**config.mk**
```make
export PLATFORM = sky130hd
export DESIGN_NAME = uf_stage_controller
export DESIGN_NICKNAME = d
export VERILOG_FILES = /design/src/rtl/uf_stage_pkg.sv /design/src/rtl/uf_quiet_detector.sv /design/src/rtl/uf_stage_controller.sv
export SDC_FILE = /design/constraint.sdc
export NUM_CORES = 1
export LEC_CHECK = 0
export BUFFER_PORTS_ARGS = -buffer_cell sky130_fd_sc_hd__buf_4
export CAP_MARGIN = 20
export CORE_ASPECT_RATIO = 0.6
export CORE_MARGIN = 2
export CORE_UTILIZATION = 35
export DETAILED_ROUTE_END_ITERATION = 8
export SLEW_MARGIN = 20
export SYNTH_ARGS = -nofsm -noshare
export SYNTH_HDL_FRONTEND = slang
export SYNTH_SLANG_ARGS = --single-unit
```
**constraint.sdc**
```tcl
create_clock -name clk -period 3.4 [get_ports clk]
set_input_delay 0.34 -clock clk [delete_from_list [all_inputs] [get_ports clk]]
set_output_delay 0.34 -clock clk [all_outputs]
set_load 0.03 [all_outputs]
```
**src/rtl/uf_stage_pkg.sv**
```systemverilog
// uf_stage_pkg
// Shared definitions for the union-find stage controller: the stage encoding
// that drives the PU array, common widths, and a helper that tells which
// stages belong to an active decoding round.
package uf_stage_pkg;

  localparam int STAGE_WIDTH         = 3;
  localparam int CYCLE_COUNTER_WIDTH = 32;

  typedef enum logic [STAGE_WIDTH-1:0] {
    IDLE                = 3'd0,
    SPREAD_CLUSTER      = 3'd1,
    GROW_BOUNDARY       = 3'd2,
    SYNC_IS_ODD_CLUSTER = 3'd3,
    MEASUREMENT_LOADING = 3'd4,
    RESULT_VALID        = 3'd5,
    DEADLOCK            = 3'd6
  } stage_t;

  // True for every stage of a running round; the terminal and idle stages
  // are the only ones that may accept a new start and freeze the counters.
  function automatic logic is_active(input stage_t s);
    return !(s == IDLE || s == RESULT_VALID || s == DEADLOCK);
  endfunction

endpackage

```
**src/rtl/uf_quiet_detector.sv**
```systemverilog
// uf_quiet_detector
// Watches the local and other-side "message flying" flags and raises
// quiet_done in the cycle that completes QUIET_CYCLES consecutive quiet
// cycles. Also carries the optional cross-FPGA synchronizer for the
// other-side status (macro UF_MULTI_FPGA_EN); without it the other side is
// treated as permanently idle and even.
//
// Ports:
//   clk, reset                    clock, async active-high reset
//   clear                         forces the quiet count back to zero
//   has_message_flying            local messages in transit
//   has_message_flying_otherside  other-FPGA messages in transit (raw)
//   has_odd_clusters_otherside    other-FPGA odd status (raw)
//   quiet_done                    this cycle is the QUIET_CYCLES-th quiet one
//   odd_otherside                 other-side odd status, ready for use
module uf_quiet_detector #(
  parameter int QUIET_CYCLES = 3
) (
  input  logic clk,
  input  logic reset,
  input  logic clear,
  input  logic has_message_flying,
  input  logic has_message_flying_otherside,
  input  logic has_odd_clusters_otherside,
  output logic quiet_done,
  output logic odd_otherside
);

  localparam int QW = $clog2(QUIET_CYCLES + 1);
  localparam logic [QW-1:0] QUIET_LAST = QW'(QUIET_CYCLES - 1);

  logic          flying_other;
  logic          quiet;
  logic [QW-1:0] quiet_count;

`ifdef UF_MULTI_FPGA_EN
  logic [1:0] flying_sync;
  logic [1:0] odd_sync;

  always_ff @(posedge clk or posedge reset) begin
    if (reset) begin
      flying_sync <= 2'b00;
      odd_sync    <= 2'b00;
    end else begin
      flying_sync <= {flying_sync[0], has_message_flying_otherside};
      odd_sync    <= {odd_sync[0], has_odd_clusters_otherside};
    end
  end

  assign flying_other  = flying_sync[1];
  assign odd_otherside = odd_sync[1];
`else
  logic unused_otherside;
  assign unused_otherside = &{1'b0, has_message_flying_otherside, has_odd_clusters_otherside};
  assign flying_other     = 1'b0;
  assign odd_otherside    = 1'b0;
`endif

  assign quiet      = !has_message_flying && !flying_other;
  assign quiet_done = !clear && quiet && (quiet_count == QUIET_LAST);

  // The count holds at QUIET_LAST; the controller leaves SPREAD on
  // quiet_done, which raises clear and restarts the count from zero.
  always_ff @(posedge clk or posedge reset) begin
    if (reset) begin
      quiet_count <= '0;
    end else if (clear || !quiet) begin
      quiet_count <= '0;
    end else if (quiet_count != QUIET_LAST) begin
      quiet_count <= quiet_count + 1'b1;
    end
  end

endmodule

```
**src/rtl/uf_stage_controller.sv**
```systemverilog
// uf_stage_controller
// Sequences one union-find decoding round: MEASUREMENT_LOADING, then
// repeated SPREAD_CLUSTER / SYNC_IS_ODD_CLUSTER / GROW_BOUNDARY passes until
// no odd cluster is left (RESULT_VALID) or a limit is hit (DEADLOCK).
// Optional macro UF_MULTI_FPGA_EN enables the other-side status inputs
// through a synchronizer and lengthens the sync hold by its latency.
//
// Ports:
//   clk, reset                    clock, async active-high reset
//   new_round_start               start pulse, honoured only when not busy
//   has_message_flying(_otherside) messages in transit, local / other FPGA
//   has_odd_clusters(_otherside)  odd-cardinality root, local / other FPGA
//   stage                         current stage encoding to the PU array
//   result_valid, deadlock        round outcome, held until next start
//   iteration_counter             grow iterations in this round
//   cycle_counter                 active cycles since the round started
module uf_stage_controller
  import uf_stage_pkg::*;
#(
  parameter int ITERATION_COUNTER_WIDTH = 8,
  parameter int MAX_ITERATIONS          = 255,
  parameter int QUIET_CYCLES            = 3,
  parameter int SYNC_CYCLES             = 2,
  parameter int MAX_SPREAD_CYCLES       = 1024
) (
  input  logic                               clk,
  input  logic                               reset,
  input  logic                               new_round_start,
  input  logic                               has_message_flying,
  input  logic                               has_odd_clusters,
  input  logic                               has_message_flying_otherside,
  input  logic                               has_odd_clusters_otherside,
  output logic [STAGE_WIDTH-1:0]             stage,
  output logic                               result_valid,
  output logic                               deadlock,
  output logic [ITERATION_COUNTER_WIDTH-1:0] iteration_counter,
  output logic [CYCLE_COUNTER_WIDTH-1:0]     cycle_counter
);

`ifdef UF_MULTI_FPGA_EN
  localparam int SYNC_HOLD = SYNC_CYCLES + 2;
`else
  localparam int SYNC_HOLD = SYNC_CYCLES;
`endif

  localparam int SW = $clog2(SYNC_HOLD + 1);
  localparam int WW = $clog2(MAX_SPREAD_CYCLES + 1);
  localparam logic [SW-1:0] SYNC_LAST     = SW'(SYNC_HOLD - 1);
  localparam logic [WW-1:0] WATCHDOG_LAST = WW'(MAX_SPREAD_CYCLES - 1);
  localparam logic [ITERATION_COUNTER_WIDTH-1:0] ITER_LIMIT =
    ITERATION_COUNTER_WIDTH'(MAX_ITERATIONS);

  stage_t        stage_q;
  logic [SW-1:0] sync_count;
  logic [WW-1:0] spread_watchdog;
  logic          quiet_done;
  logic          odd_otherside;
  logic          odd;
  logic          start_accept;

  assign stage        = stage_q;
  assign start_accept = new_round_start && !is_active(stage_q);
  assign odd          = has_odd_clusters || odd_otherside;

  // Holding clear outside SPREAD means every SPREAD visit starts counting
  // quiet cycles from zero.
  uf_quiet_detector #(
    .QUIET_CYCLES(QUIET_CYCLES)
  ) u_quiet_detector (
    .clk                          (clk),
    .reset                        (reset),
    .clear                        (stage_q != SPREAD_CLUSTER),
    .has_message_flying           (has_message_flying),
    .has_message_flying_otherside (has_message_flying_otherside),
    .has_odd_clusters_otherside   (has_odd_clusters_otherside),
    .quiet_done                   (quiet_done),
    .odd_otherside                (odd_otherside)
  );

  always_ff @(posedge clk or posedge reset) begin
    if (reset) begin
      stage_q           <= IDLE;
      result_valid      <= 1'b0;
      deadlock          <= 1'b0;
      iteration_counter <= '0;
      sync_count        <= '0;
      spread_watchdog   <= '0;
    end else begin
      case (stage_q)
        IDLE, RESULT_VALID, DEADLOCK: begin
          if (start_accept) begin
            stage_q           <= MEASUREMENT_LOADING;
            result_valid      <= 1'b0;
            deadlock          <= 1'b0;
            iteration_counter <= '0;
          end
        end
        MEASUREMENT_LOADING: begin
          stage_q         <= SPREAD_CLUSTER;
          spread_watchdog <= '0;
        end
        // Convergence wins over the watchdog when both land on one cycle.
        SPREAD_CLUSTER: begin
          if (quiet_done) begin
            stage_q    <= SYNC_IS_ODD_CLUSTER;
            sync_count <= '0;
          end else if (spread_watchdog == WATCHDOG_LAST) begin
            stage_q  <= DEADLOCK;
            deadlock <= 1'b1;
          end else begin
            spread_watchdog <= spread_watchdog + 1'b1;
          end
        end
        // Odd status is sampled only in the last hold cycle, after the
        // status of both halves has had time to settle.
        SYNC_IS_ODD_CLUSTER: begin
          if (sync_count == SYNC_LAST) begin
            if (!odd) begin
              stage_q      <= RESULT_VALID;
              result_valid <= 1'b1;
            end else if (iteration_counter == ITER_LIMIT) begin
              stage_q  <= DEADLOCK;
              deadlock <= 1'b1;
            end else begin
              stage_q           <= GROW_BOUNDARY;
              iteration_counter <= iteration_counter + 1'b1;
            end
          end else begin
            sync_count <= sync_count + 1'b1;
          end
        end
        GROW_BOUNDARY: begin
          stage_q         <= SPREAD_CLUSTER;
          spread_watchdog <= '0;
        end
        default: begin
          stage_q <= IDLE;
        end
      endcase
    end
  end

  // A start is only accepted in non-active stages, so clearing and counting
  // never compete for the same edge.
  always_ff @(posedge clk or posedge reset) begin
    if (reset) begin
      cycle_counter <= '0;
    end else if (start_accept) begin
      cycle_counter <= '0;
    end else if (is_active(stage_q) && (cycle_counter != '1)) begin
      cycle_counter <= cycle_counter + 1'b1;
    end
  end

endmodule

```
==> results.ini <==
[die]
fp.dieW_microns=131
ios=52
initial_core_util=0.366
core.rowCount=27
die_area_sq_um=10600
die_h_microns=80.5
coreArea_sq_um=9320

[timing]
fmax_mhz=402
fin_crit_ps=2490
slew_violations=0
worst_slew_pin_slew_ps=805
finalHoldViolCount=0
period_share=0.731
fin_tns_setup_ps=0
setup_viol=0
final.setup_skew_ps=6.06
rsz0062_at_grt=no
max_slew_margin=0.459

[layout]
final_core_util=0.450
layout.area.seq_sq_um=1500
multiInputGateArea_sq_um=1800
area_growth_pct=23.0
fillers=920
antenna_cells=0
fin_nets=431
drive_above_1_share=0.194

[placed_design]
gp_congestion=0.808
dp_hpwl_microns=6310
port_buffers=49

[critical_path]
end_kind=register
path_cells=xor2_2 -> o21ai_2 -> or3_1 -> or4_1 -> a21oi_1
cp.arrival_ps=2740
slowest_stage=dfrtp_1
path_delay_family=simple AND/OR/NAND/NOR gates
path_class=register to register
cp_max_fo=20
required_ps=3660
start_kind=register
critPathMaxStageDelay_ps=790
regToRegSetupSlack_ps=910
path_buf_inv=0

[grt]
grt_pass1_vias=2951
grt_start_max_net_pins=30
grtUsageTotal=0.183
antenna_found_initial=0
grt_pass1_wl_microns=15200
overflow=0

[synthesis]
synth_warnings=0
synth-seq-cells=60
ys_types=55
syn_nets=382
syn_area_per_cell_sq_um=9.22
synthArstFlopShare=1.00
syn-instance-count=370
syn-cell-area_sq_um=3410
ys_seq_area_frac=0.440
synth-edff-count=0
synth_ff_type=dfrtp_1

[pwr]
finalPower_w=0.00270
leakagePower_nw=1.81
p_per_area_nw_per_um2=644
peakVddDrop_v=0.000351

[clock_network]
htree_levels=3
clk-insertion-delay-late_ps=330
cts_resized=0
cts_root_buf=clkbuf_16
ctsLongestPathBuffers=2
clk_pin_slew_worst_paths_ps=50
cts_setup_buffers=0
hold_buffers=0
tritoncts_num_sinks=60
numCtsBuffers=9
cts_tree=done

[drt]
dr.pass1.iters=5
routed_wl_microns=9050
wire_per_inst_microns=16.4
viasPerCell=5.79
drt_iter0_drc=202
vias=3200
ant_nets=0
post-route-drc-count=0

[status]
status=completed

[run]
maxCapViolations=0

[min_path]
min_path_type=input pin to asynchronous set/reset pin

## state kept, by name, indices dropped and copies added (netlist names)
register and flops:
u_quiet_detector.quiet_count 2, cycle_counter 32, iteration_counter 8, deadlock 1, spread_watchdog 11, sync_count 2, result_valid 1, stage 3
## power by group
part	total, W	switching (W)	leakage (nW)	internal, W
logic	0.000882	0.000585	0.843	0.000297
clock network	0.000884	0.000316	0.145	0.000567
registers	0.000935	0.000145	0.820	0.000790
total	0.00270	0.00105	1.81	0.00165
## layer usage
metal  vias up  GRT usage  share of wire
met4         0     0.0587          0.013
met1      1552      0.262           0.51
met5         -          0              0
met3        11     0.0568          0.065
li1       1519          -              -
met2       118      0.262           0.41
## cell type report
class,count,area share
clock inverter,1,0.00119
multi-input combinational,285,0.429
tap,130,0.0388
sequential,60,0.358
inverter,8,0.00716
clock buffer,14,0.0677
timing repair buffer,55,0.0984
## synthesized netlist by cell type (all sizes together) (2+ instances only)
library cell	count	area, sq um
o21a	2	15.0
and4	6	52.6
inv	8	30.0
ha	5	62.6
nand2	48	180
xnor2	8	70.1
nor3b	4	30.0
mux2i	7	70.1
o31ai	13	97.6
clkbuf	10	40.0
a31oi	3	18.8
buf	7	40.0
nand2b	3	18.8
o41ai	3	26.3
or4	17	128
nor4	10	83.8
o311a	2	21.3
o21ai	23	119
a21oi	16	80.1
nor2	22	82.6
o311ai	3	26.3
nand4	19	125
and3	6	38.8
xor2	3	33.8
or3	8	51.3
nand3	21	110
dfrtp	60	1500
o211ai	10	75.1
mux2	2	22.5
a32oi	2	17.5
nor3	6	30.0
## logic make-up after synthesis
family | synth area share
buffers and inverters | 0.0323
and+or+nand+nor | 0.287
adders and majority gates | 0.0183
muxes | 0.0271
AOI/OAI and AO/OA | 0.165
DFF | 0.440
xor gates and xnor gates | 0.0305
## worst reg2reg max path, stage by stage (launching register included)
cell and delay, ps:
dfrtp_1 790, xor2_2 270, o21ai_2 180, or3_1 530
or4_1 500, a21oi_1 150
## stage by stage
stage               hold WS, ps  setup slack [ps]  cells  area [sq um]
global route                156               789    553          4200
CTS                         140               931    553          4200
floorplan                   413              1180    370          3410
detailed placement          487               955    538          3910
global placement            470               993    538          3910
finish                      102               913    553          4200
## path summary, 6_finish.rpt
check	startpoint	end	cells after the start
setup / recovery	stage[1]	cycle_counter[21]	5
hold / removal	reset	cycle_counter[14]	2
setup reg to reg	stage[1]	cycle_counter[21]	5
hold reg to reg	spread_watchdog[4]	spread_watchdog[4]	1
max in group asynchronous	reset	cycle_counter[29]	3
min in group clk	has_message_flying	u_quiet_detector.quiet_count[0]	2
## layout by cell type, fill, tap and decap left out, types with 3 or more instances in the layout
| master | Yosys | layout |
|---|---|---|
| nor3_1 | 6 | 6 |
| clkbuf_16 | 0 | 9 |
| inv_1 | 8 | 7 |
| mux2i_1 | 7 | 7 |
| nand2_1 | 48 | 48 |
| nand4_1 | 18 | 18 |
| a21oi_1 | 16 | 16 |
| a31oi_1 | 3 | 3 |
| o311ai_0 | 3 | 3 |
| o211ai_1 | 10 | 10 |
| nand3_1 | 20 | 20 |
| xnor2_1 | 8 | 8 |
| or3_1 | 7 | 7 |
| nor2_1 | 22 | 22 |
| nand2b_1 | 3 | 3 |
| and4_1 | 6 | 6 |
| and3_1 | 5 | 5 |
| o21ai_0 | 22 | 22 |
| o41ai_1 | 3 | 3 |
| nor4_1 | 8 | 8 |
| clkbuf_8 | 0 | 4 |
| or4_1 | 17 | 17 |
| dfrtp_1 | 60 | 60 |
| o31ai_1 | 13 | 13 |
| ha_1 | 5 | 5 |
| buf_4 | 2 | 55 |
| nor3b_1 | 4 | 4 |
Power figures use the tool's default switching activity.
